===== config.mk =====
export PLATFORM = sky130hd
export DESIGN_NAME = vc_fifo
export DESIGN_NICKNAME = d
export VERILOG_FILES = /design/src/rtl/vc_fifo.sv
export SDC_FILE = /design/constraint.sdc
export NUM_CORES = 1
export LEC_CHECK = 0
export ABC_CLOCK_PERIOD_IN_PS = 2900
export CAP_MARGIN = 25
export CORE_UTILIZATION = 30
export CTS_BUF_LIST = sky130_fd_sc_hd__clkbuf_4 sky130_fd_sc_hd__clkbuf_8
export CTS_CLUSTER_SIZE = 30
export DETAILED_ROUTE_END_ITERATION = 10
export GPL_TIMING_DRIVEN = 0
export PLACE_DENSITY = 0.53
export SLEW_MARGIN = 5
export SYNTH_ARGS = -nofsm -noshare
export SYNTH_HDL_FRONTEND = slang
export SYNTH_SLANG_ARGS = --single-unit

===== constraint.sdc =====
create_clock -name clk -period 2.9 [get_ports clk]
set_input_delay 0.58 -clock clk [delete_from_list [all_inputs] [get_ports clk]]
set_output_delay 0.58 -clock clk [all_outputs]
set_load 0.02 [all_outputs]

===== src/rtl/vc_fifo.sv =====
// Multi-channel flit buffer: NUM_VC independent circular FIFOs sharing one write and one read port.
// Per-channel flags are decoded from registered counts; overflow/underflow are sticky until reset.
module vc_fifo #(
    parameter int WIDTH        = 32,
    parameter int DEPTH_LOG2   = 2,
    parameter int NUM_VC       = 2,
    parameter int VC_LOG2      = 1,
    parameter int AFULL_THRESH = 3
) (
    input  logic                             clk,
    input  logic                             reset,
    input  logic                             write,
    input  logic [VC_LOG2-1:0]               wr_vc,
    input  logic [WIDTH-1:0]                 item_in,
    input  logic                             read,
    input  logic [VC_LOG2-1:0]               rd_vc,
    output logic [WIDTH-1:0]                 item_out,
    output logic [NUM_VC-1:0]                full,
    output logic [NUM_VC-1:0]                empty,
    output logic [NUM_VC-1:0]                almost_full,
    output logic [NUM_VC*(DEPTH_LOG2+1)-1:0] count_flat,
    output logic                             overflow,
    output logic                             underflow
);

    localparam int DEPTH = 1 << DEPTH_LOG2;
    localparam int CW    = DEPTH_LOG2 + 1;

    logic [WIDTH-1:0]      r_mem    [NUM_VC][DEPTH];
    logic [DEPTH_LOG2-1:0] r_wr_ptr [NUM_VC];
    logic [DEPTH_LOG2-1:0] r_rd_ptr [NUM_VC];
    logic [CW-1:0]         r_count  [NUM_VC];
    logic                  r_overflow;
    logic                  r_underflow;

    logic                  w_wr_vc_ok;
    logic                  w_rd_vc_ok;
    logic [VC_LOG2-1:0]    w_wr_idx;
    logic [VC_LOG2-1:0]    w_rd_idx;
    logic                  w_push_ok;
    logic                  w_pop_ok;
    logic [NUM_VC-1:0]     w_push_vec;
    logic [NUM_VC-1:0]     w_pop_vec;

    always_comb begin
        full        = '0;
        empty       = '0;
        almost_full = '0;
        count_flat  = '0;
        for (int unsigned v = 0; v < NUM_VC; v++) begin
            full[v]                 = (r_count[v] == CW'(DEPTH));
            empty[v]                = (r_count[v] == '0);
            almost_full[v]          = (r_count[v] >= CW'(AFULL_THRESH));
            count_flat[v*CW +: CW]  = r_count[v];
        end
    end

    // Out-of-range channel indices are clamped to 0 for lookups; acceptance still rejects them.
    always_comb begin
        w_wr_vc_ok = (32'(wr_vc) < 32'(NUM_VC));
        w_rd_vc_ok = (32'(rd_vc) < 32'(NUM_VC));
        w_wr_idx   = w_wr_vc_ok ? wr_vc : '0;
        w_rd_idx   = w_rd_vc_ok ? rd_vc : '0;
        w_push_ok  = write && w_wr_vc_ok && !full[w_wr_idx];
        w_pop_ok   = read  && w_rd_vc_ok && !empty[w_rd_idx];
        w_push_vec = '0;
        w_pop_vec  = '0;
        if (w_push_ok) w_push_vec[w_wr_idx] = 1'b1;
        if (w_pop_ok)  w_pop_vec[w_rd_idx]  = 1'b1;
        item_out   = r_mem[w_rd_idx][r_rd_ptr[w_rd_idx]];
    end

    always_ff @(posedge clk or negedge reset) begin
        if (!reset) begin
            for (int unsigned v = 0; v < NUM_VC; v++) begin
                r_wr_ptr[v] <= '0;
                r_rd_ptr[v] <= '0;
                r_count[v]  <= '0;
                for (int unsigned e = 0; e < DEPTH; e++) begin
                    r_mem[v][e] <= '0;
                end
            end
            r_overflow  <= 1'b0;
            r_underflow <= 1'b0;
        end else begin
            for (int unsigned v = 0; v < NUM_VC; v++) begin
                if (w_push_vec[v]) begin
                    r_mem[v][r_wr_ptr[v]] <= item_in;
                    r_wr_ptr[v]           <= r_wr_ptr[v] + DEPTH_LOG2'(1);
                end
                if (w_pop_vec[v]) begin
                    r_rd_ptr[v] <= r_rd_ptr[v] + DEPTH_LOG2'(1);
                end
                case ({w_push_vec[v], w_pop_vec[v]})
                    2'b10:   r_count[v] <= r_count[v] + CW'(1);
                    2'b01:   r_count[v] <= r_count[v] - CW'(1);
                    default: r_count[v] <= r_count[v];
                endcase
            end
            if (write && !w_push_ok) r_overflow  <= 1'b1;
            if (read  && !w_pop_ok)  r_underflow <= 1'b1;
        end
    end

    assign overflow  = r_overflow;
    assign underflow = r_underflow;

endmodule


==> results of run 1 <==
[flip-flops by register name, summed over array words and instances (netlist names)]
| signal | flops |
|---|---|
| overflow | 1 |
| r_wr_ptr | 4 |
| underflow | 1 |
| count_flat | 6 |
| r_rd_ptr | 4 |
| r_mem | 256 |
[synth_stat cells, types with 3 or more instances]
cell,count
dfrtp_1,272
mux2_2,228
mux2i_1,131
inv_1,46
buf_6,29
mux4_2,27
mux2_4,22
ha_1,10
buf_4,9
mux2_1,8
xor2_1,7
buf_2,6
mux4_1,5
xnor2_1,5
clkbuf_1,4
nand3_4,4
nand4_4,4
a21o_1,3
[per-layer routing]
metal | vias up | share of wire
met5 | - | 0
met4 | 0 | 0.016
met3 | 45 | 0.037
met2 | 114 | 0.49
met1 | 3853 | 0.46
li1 | 3329 | -
[placed cells by master, fill, tap and decap left out, types with 4 or more instances in the layout]
cell type	instances
dfrtp_1	272
mux2_2	228
mux2i_1	129
clkbuf_8	65
clkdlybuf4s50_1	46
inv_1	35
buf_4	33
mux4_2	32
buf_6	30
mux2_4	22
clkbuf_4	16
buf_12	11
inv_2	11
ha_1	10
buf_2	9
mux2_1	8
xor2_1	7
xnor2_1	5
clkinv_2	5
clkbuf_16	4
nand3_4	4
nand4_4	4
[area by class of cell]
| class | instances | area [um2] | share of cell area |
|---|---|---|---|
| Multi-Input combinational cell | 474 | 5610 | 0.352 |
| Antenna cell | 1 | 2.50 | 0.000157 |
| Clock inverter | 6 | 33.8 | 0.00212 |
| Buffer | 49 | 609 | 0.0382 |
| Clock buffer | 81 | 1010 | 0.0636 |
| Inverter | 46 | 173 | 0.0108 |
| Tap cell | 585 | 732 | 0.0459 |
| Sequential cell | 272 | 6810 | 0.427 |
| Timing Repair Buffer | 96 | 963 | 0.0604 |
[power by group through the flow]
stage | registers (mW) | clock network [mW] | logic [mW]
after floorplan | 6.50 | 0 | 5.80
after global placement | 6.67 | 0 | 8.27
after detailed placement | 6.71 | 0 | 8.37
after CTS | 6.67 | 3.94 | 8.45
after global routing | 6.92 | 4.10 | 9.35
final | 6.67 | 3.78 | 8.67
[critical path, delay by kind of cell (launching register included)]
kind                   cells  cell delay [ns]
buffers and inverters      5             0.67
muxes                      2             0.63
DFF                        1             0.35
[final timing paths]
kind	start	end	slack, ns	depth (start not counted)
min in group clk	rd_vc	r_rd_ptr[3]	0.42	3
setup reg to reg	count_flat[1]	count_flat[2]	0.41	10
hold reg to reg	underflow	underflow	0.46	1
setup / recovery	r_rd_ptr[2]	item_out[13]	0.08	7
hold / removal	reset	overflow	0.08	1
max in group asynchronous	reset	r_mem[90]	1.82	2
[cells by family (layout without fill, tap and decap cells)]
group                      after synthesis  after routing  synth area share
DFF                                    272            272             0.522
adders and majority gates               12             12            0.0127
buffers and inverters                   96            278            0.0479
and+or+nand+nor                         22             22            0.0188
xor gates and xnor gates                12             12           0.00806
AOI/OAI and AO/OA                        7              7           0.00394
other                                    0              1                 0
muxes                                  421            421             0.387
[per-stage QoR]
stage,setup TNS [ns],hold WS (ns)
global placement,-3025.91,0.447
finish,0,0.0800
CTS,0,0.0669
global route,-0.0124,0.115
detailed placement,-23.56,0.446
floorplan,0,0.284
[repair_timing]
| action | CTS | global route |
|---|---|---|
| resized for setup | 186 | 33 |
| setup endpoints to repair | 35 | 24 |
| setup buffers | 6 | 2 |
| gates cloned | 1 | 4 |
==> impl_metrics.yaml, run 1 <==
power_and_ir_drop:
  internal_power_mw: 12.8
  seqPwrFrac: 0.349
  p_per_area_nw_per_um2: 1200
  design_power_total_mw: 19.1
  total_leakage_power_nw: 7.33
  clockPowerShare: 0.198
  swShare: 0.333
  p_sw_mw: 6.37
  pwr-share-comb: 0.453
  ir_worst_vdd_mv: 0.477
routing:
  drc: 0
  routed_wirelength_mm: 31.3
  dr.pass1.iters: 6
  routedWlPerCell_um: 19.5
  via_per_inst: 4.56
  ant_nets: 0
  dr.first_iter.drc_count: 221
  vias: 7341
place:
  hpwl_mm: 19.2
  port_buffers: 81
  dpl-instance-area_um2: 14600
  place.gp.congestion: 0.693
  dp_slack_ns: -0.825
  dp_cells: 1510
global_route:
  grt_util_met2: 0.242
  antenna_found_initial: 1
  grt_util_met1: 0.193
  first_global_vias: 7861
  overflow: 0
  met3_usage: 0.0264
  grt_usage: 0.145
  top_usage_layer: "met2"
  grt_max_degree: 101
  grt_pass1_wl_mm: 48.4
cells_and_area:
  fin_util: 0.371
  nNetsFinal: 1037
  layout-drive-gt1-share: 0.479
  layout.cells.non_filler: 1610
  nFillCells: 4220
  final_area_um2: 15900
  syn_to_final_growth_pct: 22.3
timing:
  max_slew_margin: 0.423
  period_share: 0.973
  fin_crit_ns: 2.82
  setup_viol: 0
  rsz0062_at_grt: "yes"
  hold_violations: 0
  worst_clock_skew_ns: 0.0160
  postLayoutSetupSlackWorst_ns: 0.0777
  timing.fmax_ghz: 0.354
  worstMarginPinSlew_ns: 0.865
  final_max_slew_viol_count: 0
clock_network:
  clk_pin_slew_ns: 0.06
  cts_buffer_depth: 3
  cts_buffers: 48
  clockRootBuffer: "clkbuf_8"
  cts_tree: "yes"
  clock_latency_ns: 0.58
  clock-sinks: 272
  htree_num_levels: 2
  cts_hold_buf: 0
setup_path:
  path_cells: "buf_2, buf_12, buf_12, mux2i_1, mux4_2, inv_1, buf_4"
  critPathKind: "register to output port"
  endpoint_kind: "output port"
  start_kind: "register"
  cp.arrival_ns: 2.24
  cp.required_ns: 2.32
  cp_common_cell: "buf_12"
  crit_path_top_delay_cell: "mux4_2"
  slowest_delay_ns: 0.51
  path_max_fanout: 11
logic_synthesis:
  synth_ff_type: "dfrtp_1"
  seq_area_frac_synth: 0.522
  ys_types: 35
  synth.top_cell.area_share: 0.522
  syn_nets: 892
  syn_area_um2: 13000
  syn_avg_cell_area_um2: 15.5
  synth_edf_count: 0
  yosys-top-cells-area: "dfrtp_1 52%, mux2_2 20%, mux2i_1 10%"
  ys_warn_count: 0
  ys_ff_latch: 272
  yosysTopAreaCell: "dfrtp_1"
  synthArstFlopShare: 1.00
  postSynthCellCount: 842
die:
  die_w_um: 210
  io_pins: 84
  start_util: 0.303
  rows: 76
  die_height_um: 210
  coreArea_um2: 43000
  die-area_um2: 44300
job:
  maxCapViolCount: 0
outcome:
  outcome: "finished, final reports clean"
hold_path:
  hold_class: "input port to async pin"
No activity file was read; power rests on OpenSTA's default activity.
==> inputs of run 2 (changes only) <==
--- a/config.mk
+++ b/config.mk
@@ -11,8 +11,8 @@
 export CTS_BUF_LIST = sky130_fd_sc_hd__clkbuf_4 sky130_fd_sc_hd__clkbuf_8
 export CTS_CLUSTER_SIZE = 30
 export DETAILED_ROUTE_END_ITERATION = 10
-export GPL_TIMING_DRIVEN = 0
 export PLACE_DENSITY = 0.53
+export SKIP_LAST_GASP = 1
 export SLEW_MARGIN = 5
 export SYNTH_ARGS = -nofsm -noshare
 export SYNTH_HDL_FRONTEND = slang
==> run 2 against run 1 <==
Compared with the run above:
- sequential share of layout area down 0.29 points
- worst setup slack got worse by 0.056 ns
- first-iteration DRC count rose by 21%
- core utilization grew 0.30 points
- clock-buffer cell count shrank 4
- register-to-register slack gained 0.12 ns
- clock skew grew 0.023 ns
- final area rose by 0.80%
- clock power about the same
- critical path depth stayed put
- power up 1.9%
==> impl_metrics.yaml, run 2 (synthesis results as in run 1) <==
timing:
  fin_hold_ws_ns: 0.459
  worstMarginPinSlew_ns: 0.680
  period_share: 0.992
  worst_clock_skew_ns: 0.0390
  setup_tns_ns: 0
  setup_viol: 0
  timing.fmax_ghz: 0.347
  rsz0062_at_grt: "yes"
  max_slew_margin: 0.546
  fin_crit_ns: 2.88
  final_max_slew_viol_count: 0
  hold_violations: 0
routing:
  wl_met2_mm: 14.7
  wl_met1_mm: 14.4
  dr.first_iter.drc_count: 267
  dr.pass1.iters: 6
  top_layer: "met5"
  drc: 0
  wl_met3_um: 979
  routed_wirelength_mm: 30.6
  ant_nets: 0
  via_per_inst: 4.58
  vias: 7354
  routedWlPerCell_um: 19.1
setup_path:
  path_max_fanout: 6
  start_kind: "register"
  cp.arrival_ns: 2.30
  critPathKind: "register to output port"
  critPathLaunch: "r_rd_ptr[3]"
  r2r_start: "count_flat[4]"
  cp.required_ns: 2.32
  endpoint_kind: "output port"
place:
  place.gp.congestion: 0.663
  port_buffers: 83
  hpwl_mm: 18.9
die:
  start_util: 0.303
  io_pins: 84
  coreArea_um2: 43000
  rows: 76
  die-area_um2: 44300
  die_height_um: 210
  die_w_um: 210
clock_network:
  cts_tree: "yes"
  cts_buffers: 50
  clock_latency_ns: 0.59
  htree_num_levels: 2
  cts_buffer_depth: 3
  clockRootBuffer: "clkbuf_8"
  clock-sinks: 272
  clk_pin_slew_ns: 0.06
power_and_ir_drop:
  ir_worst_vdd_mv: 0.521
  total_leakage_power_nw: 7.35
  p_per_area_nw_per_um2: 1210
cells_and_area:
  largest_reg_flops: 256
  nNetsFinal: 1036
  max_flop_register: "r_mem"
  final_cell_mix: "270 x dfrtp_1, 228 x mux2_2, 129 x mux2i_1"
  layout_commonest_cell: "dfrtp_1"
  fin_util: 0.374
  layout-drive-gt1-share: 0.497
  syn_to_final_growth_pct: 23.3
global_route:
  overflow: 0
  grt_usage: 0.144
  grt_pass1_wl_mm: 48.7
  grt_max_degree: 72
  antenna_found_initial: 2
  first_global_vias: 8030
hold_path:
  hold_class: "register to register"
  min_from: "overflow"
outcome:
  outcome: "finished, final reports clean"
job:
  maxCapViolCount: 0
[run 2: power breakdown]
part           total [mW]  internal [mW]  switching, mW
Combinational        8.97           5.13           3.84
Sequential           6.71           5.72          0.994
Clock                3.81           2.21           1.60
[run 2: timing repair]
action	4_1_cts	5_1_grt
buffers inserted	13	1
setup endpoints to repair	34	32
cloned	1	1
hold buffers	1	0
hold endpoints to repair	37	0
gates resized for setup	185	52
[run 2: cell type report]
| class | instances | area [um2] |
|---|---|---|
| diodes | 1 | 2.50 |
| clock buffers | 77 | 972 |
| clock inverters | 9 | 76.3 |
| fillers | 4139 | 26900 |
| inverters | 46 | 173 |
| multi-input cells | 474 | 5610 |
| flip-flops and latches | 272 | 6810 |
| well taps | 585 | 732 |
| repair buffers | 142 | 1690 |
[run 2: worst max-delay path, cell delays in order, from the launching register on]
cell	delay, ns
dfrtp_1	0.41
mux2i_4	0.20
buf_12	0.19
buf_12	0.14
buf_6	0.09
mux4_2	0.49
inv_2	0.07
buf_6	0.10
[run 2: through the flow]
stage / instances / cell area [um2] / power [mW] / setup slack, ns
2_1_floorplan: 842 / 13000 / 12.3 / 0.219
3_3_place_gp: 1505 / 14800 / 15.2 / -0.302
3_5_place_dp: 1505 / 14800 / 15.3 / -0.316
4_1_cts: 1606 / 16000 / 19.6 / -0.124
5_1_grt: 1605 / 16100 / 20.8 / -0.0945
6_report: 1606 / 16100 / 19.5 / 0.0220
[run 2: worst paths after layout]
check	to	slack (ns)	depth (start not counted)
max in group asynchronous	r_mem[146]	1.48	3
max reg2reg	count_flat[5]	0.53	9
min reg2reg	overflow	0.46	1
min in group asynchronous	overflow	0.54	2
max	item_out[24]	0.02	7
min	overflow	0.46	1
[run 2: layer usage]
| metal | GRT usage | vias to the layer above |
|---|---|---|
| li1 | - | 3322 |
| met1 | 0.195 | 3884 |
| met2 | 0.234 | 100 |
| met3 | 0.0271 | 46 |
| met4 | 0.0435 | 2 |
| met5 | 0 | - |
